[src/rtl/rf_write_scheduler.sv]
// Register-file write-port arbiter: in-order writeback has priority over one
// long-latency unit, with a per-register pending scoreboard and starvation flag.
module rf_write_scheduler #(
  parameter int STARVE_LIMIT = 4,
  parameter int ADDR_W       = 5,
  parameter int DATA_W       = 32
) (
  input  logic              clk,
  input  logic              reset,
  input  logic              wb_valid,
  input  logic [ADDR_W-1:0] wb_addr,
  input  logic [DATA_W-1:0] wb_data,
  input  logic              lu_valid,
  input  logic [ADDR_W-1:0] lu_addr,
  input  logic [DATA_W-1:0] lu_data,
  output logic              lu_ready,
  input  logic              issue_valid,
  input  logic [ADDR_W-1:0] issue_addr,
  output logic              issue_conflict,
  input  logic [ADDR_W-1:0] query_addr1,
  input  logic [ADDR_W-1:0] query_addr2,
  output logic              busy1,
  output logic              busy2,
  output logic              lu_starved,
  output logic              rf_write_enable,
  output logic [ADDR_W-1:0] rf_addr_write,
  output logic [DATA_W-1:0] rf_in
);

  localparam int NREG  = 1 << ADDR_W;
  localparam int CNT_W = $clog2(STARVE_LIMIT + 1);
  localparam logic [CNT_W-1:0] CNT_MAX = CNT_W'(STARVE_LIMIT);

  logic [NREG-1:0]  pending;
  logic [NREG-1:0]  pending_nxt;
  logic [CNT_W-1:0] starve_cnt;
  logic [CNT_W-1:0] starve_nxt;
  logic             wb_req;
  logic             lu_req;

  always_comb begin
    wb_req = wb_valid && (wb_addr != '0);
    lu_req = lu_valid && (lu_addr != '0);

    // A writeback to x0 is not a request, so the lu result may take the port.
    lu_ready        = !reset && !wb_req && lu_valid;
    rf_write_enable = !reset && (wb_req || (lu_ready && lu_req));
    if (!wb_req && lu_valid) begin
      rf_addr_write = lu_addr;
      rf_in         = lu_data;
    end else begin
      rf_addr_write = wb_addr;
      rf_in         = wb_data;
    end

    issue_conflict = issue_valid && (issue_addr != '0) && pending[issue_addr];
    busy1          = pending[query_addr1];
    busy2          = pending[query_addr2];

    // Clear applied before set so a same-cycle set wins.
    pending_nxt = pending;
    if (lu_valid && lu_ready)
      pending_nxt[lu_addr] = 1'b0;
    if (issue_valid && (issue_addr != '0) && !issue_conflict)
      pending_nxt[issue_addr] = 1'b1;
    pending_nxt[0] = 1'b0;

    if (lu_valid && !lu_ready)
      starve_nxt = (starve_cnt == CNT_MAX) ? starve_cnt : starve_cnt + 1'b1;
    else
      starve_nxt = '0;
  end

  always_ff @(posedge clk) begin
    if (reset) begin
      pending    <= '0;
      starve_cnt <= '0;
      lu_starved <= 1'b0;
    end else begin
      pending    <= pending_nxt;
      starve_cnt <= starve_nxt;
      lu_starved <= (starve_nxt == CNT_MAX);
    end
  end

endmodule

[config.mk]
export PLATFORM = sky130hd
export DESIGN_NAME = rf_write_scheduler
export DESIGN_NICKNAME = d
export VERILOG_FILES = /design/src/rtl/rf_write_scheduler.sv
export SDC_FILE = /design/constraint.sdc
export NUM_CORES = 1
export LEC_CHECK = 0
export CORE_MARGIN = 2
export CORE_UTILIZATION = 45
export CTS_CLUSTER_SIZE = 25
export DETAILED_ROUTE_END_ITERATION = 7
export PLACE_DENSITY = 0.95
export SYNTH_ARGS = -nofsm -noshare
export SYNTH_HDL_FRONTEND = slang
export SYNTH_SLANG_ARGS = --single-unit
[constraint.sdc]
create_clock -name clk -period 6.8 [get_ports clk]
set_clock_uncertainty 0.05 [all_clocks]
set_input_delay 1.36 -clock clk [delete_from_list [all_inputs] [get_ports clk]]
set_output_delay 1.36 -clock clk [all_outputs]
set_load 0.05 [all_outputs]
==> impl_metrics.py <==
metrics = {
    "run_status": {
        "status": "complete, no violations",
    },
    "layout": {
        "diodes": 0,
        "fin_nets": 503,
        "multiInputGateArea_um2": 2080,
        "layout_common_cells": "136 x clkdlybuf4s50_1, 35 x dfxtp_1, 27 x o311ai_0",
        "final_common_cell": "clkdlybuf4s50_1",
        "drive_above_1_share": 0.175,
        "syn2layout_area_growth_pct": 48.8,
        "num-fill-cells": 467,
        "fin_area_um2": 4350,
        "fin_cells": 483,
        "register_area_um2": 701,
    },
    "die": {
        "core_area_um2": 6310,
        "die_x_um": 84.6,
        "initial_utilization": 0.463,
        "die_area_um2": 7160,
        "io_pins": 137,
        "die_h_um": 84.6,
        "num_rows": 29,
    },
    "sta": {
        "maxSlewHeadroom": 0.547,
        "rsz0062_at_grt": "false",
        "finalCritPeriodShare": 0.860,
        "min_period_ns": 5.85,
        "finalHoldViolations": 0,
        "worstMarginPinSlew_ns": 0.679,
        "setup_viol": 0,
        "fmax_ghz": 0.171,
        "slew_viol_final": 0,
        "setup_tns_ns": 0,
    },
    "placement": {
        "dp_hpwl_um": 7900,
        "place.port_buffers": 136,
        "dp_cells": 477,
        "placed_area_um2": 4280,
        "gp_congestion": 1.00,
    },
    "yosys": {
        "yosysUniqueCellTypes": 42,
        "synth_cells": 284,
        "synth_area_um2": 2930,
        "yosys_warnings": 0,
        "synth_edf_count": 0,
        "syn_nets": 380,
        "ys_seq_area_frac": 0.240,
        "synth-async-reset-ratio": 0,
        "synth_ff_type": "dfxtp_1",
        "postSynthAreaPerCell_um2": 10.3,
        "ys_ff_latch": 35,
    },
    "global_route": {
        "track_usage": 0.278,
        "grt_pass1_vias": 3140,
        "grt_pass1_wl_um": 15500,
        "grt_overflow": 0,
        "antenna_found_initial": 0,
        "grt_max_degree": 39,
    },
    "clock_network": {
        "post_cts_resized": 0,
        "cts_made_buffers": 5,
        "cts.sinks": 35,
        "cts_setup_buffers": 0,
        "insertion_delay_ns": 0.29,
        "htree_levels": 2,
        "cts_buffer_depth": 2,
        "clk_pin_slew_worst_paths_ns": 0.06,
        "root_buffer": "clkbuf_8",
        "cts_tree": "yes",
        "hold_buffers": 0,
    },
    "power": {
        "p_comb_frac": 0.421,
        "swShare": 0.347,
        "intPower_mw": 0.395,
        "power_mw": 0.605,
        "p_leak_nw": 1.52,
        "switching_power_mw": 0.210,
        "powerDensity_nw_per_um2": 139,
        "vdd_ir_drop_max_mv": 0.0950,
        "power.clock.fraction": 0.230,
        "power_frac_seq": 0.349,
    },
    "worst_setup_path": {
        "crit_type": "in -> out",
        "endpoint_kind": "output pin",
        "path_buf_inv": 3,
        "cp-start-kind": "input port",
        "rrSetupSlack_ns": 5.11,
        "slowest_stage": "clkdlybuf4s50_1",
        "required_ns": 5.39,
        "path_cells": "clkdlybuf4s50_1, or4_1, o21a_1, buf_4, nand2b_4, mux2_2, clkdlybuf4s50_1",
        "slowest_delay_ns": 0.81,
        "cp.depth": 7,
        "rr_startpoint": "pending[11]$_SDFF_PP0_",
        "startpoint": "wb_addr[1]",
        "critical_path.max_fanout": 38,
        "critPathMostFrequentCell": "clkdlybuf4s50_1",
        "ff2ff_path_depth": 4,
        "critPathTopFamily": "buffers and inverters",
        "worstPathArrival_ns": 4.44,
        "r2r-end": "pending[9]$_SDFF_PP0_",
        "cp-endpoint": "rf_in[19]",
    },
    "drt": {
        "routed_via_density": 6.39,
        "ant_nets": 0,
        "post-route-drc-count": 0,
        "vias": 3085,
        "dr.pass1.iters": 5,
        "wl_per_cell_um": 21.3,
        "drt-initial-drc-count": 336,
        "routed_wl_um": 10300,
    },
    "flow_run": {
        "maxCapViolCount": 0,
    },
    "hold_path": {
        "min_path_type": "reg -> reg",
    },
}
## worst reg2reg max path, cell delays in order, from the launching register on
cell and delay, ns:
dfxtp_1 0.34, mux4_2 0.50, a32oi_2 0.25, nand4_1 0.21, o21ai_0 0.25
## metrics by stage
step                worst slack, ns   util  hold WS, ns
floorplan                      1.95      -        0.420
global placement               1.02  0.678        0.440
detailed placement            0.975  0.678        0.457
CTS                           0.961  0.689        0.466
global route                  0.890  0.689        0.479
finish                        0.953  0.689        0.458
## flip-flops by register name, indices dropped and copies added (netlist names)
| signal | cells |
|---|---|
| pending | 31 |
| starve_cnt | 3 |
| lu_starved | 1 |
## cell families after synthesis
| family | after synthesis | synth area share |
|---|---|---|
| flip-flops | 35 | 0.240 |
| AND/OR/NAND/NOR | 73 | 0.145 |
| buffers and inverters | 30 | 0.0509 |
| adder cells (fa/ha/maj) | 2 | 0.00855 |
| AO/OA/AOI/OAI | 75 | 0.192 |
| multiplexers | 69 | 0.363 |
## worst min-delay path by stage
stage	endpoint	start	slack, ns	depth (start not counted)
finish	pending[7]$_SDFF_PP0_	pending[7]$_SDFF_PP0_	0.46	2
global route	pending[5]$_SDFF_PP0_	pending[5]$_SDFF_PP0_	0.48	2
CTS	pending[6]$_SDFF_PP0_	pending[6]$_SDFF_PP0_	0.47	2
detailed placement	pending[6]$_SDFF_PP0_	pending[6]$_SDFF_PP0_	0.46	2
global placement	pending[4]$_SDFF_PP0_	pending[4]$_SDFF_PP0_	0.44	2
floorplan	pending[6]$_SDFF_PP0_	pending[6]$_SDFF_PP0_	0.42	2
## Yosys cell counts, types with 4 or more instances
cell | instances | area [um^2]
dfxtp_1 | 35 | 701
o311ai_0 | 27 | 236
mux2_2 | 21 | 236
mux4_2 | 20 | 450
mux2_4 | 19 | 285
o21ai_0 | 18 | 90.1
nor2_1 | 11 | 41.3
nand2_1 | 10 | 37.5
nor3_1 | 10 | 50.1
clkbuf_1 | 9 | 33.8
mux2i_1 | 9 | 90.1
nand3b_1 | 9 | 67.6
inv_1 | 8 | 30.0
nand3_1 | 8 | 40.0
o31ai_1 | 8 | 60.1
nor3b_1 | 7 | 52.6
buf_2 | 5 | 25.0
buf_1 | 4 | 15.0
buf_6 | 4 | 45.0
nor2b_1 | 4 | 25.0
o32ai_1 | 4 | 35.0
## power by group through the flow
stage               Combinational [mW]  Clock (mW)  Sequential (mW)
finish                           0.255       0.140            0.211
floorplan                        0.148           0            0.214
global placement                 0.249           0            0.215
global route                     0.264       0.147            0.211
detailed placement               0.252           0            0.215
CTS                              0.254       0.139            0.211
## area by class of cell
class	instances	share of cell area
Inverter	8	0.00690
Multi-Input combinational cell	219	0.477
Clock buffer	6	0.0167
Tap cell	77	0.0221
Sequential cell	35	0.161
Timing Repair Buffer	138	0.316
## metal layers
metal / global-route usage / routed length, um / vias to the layer above
met5: 0 / 0 / -
met2: 0.513 / 5350 / 230
met1: 0.312 / 3680 / 1432
met4: 0.0924 / 167 / 0
li1: - / - / 1395
met3: 0.0669 / 1100 / 28
Note: power is estimated with default switching activity, not from simulation.
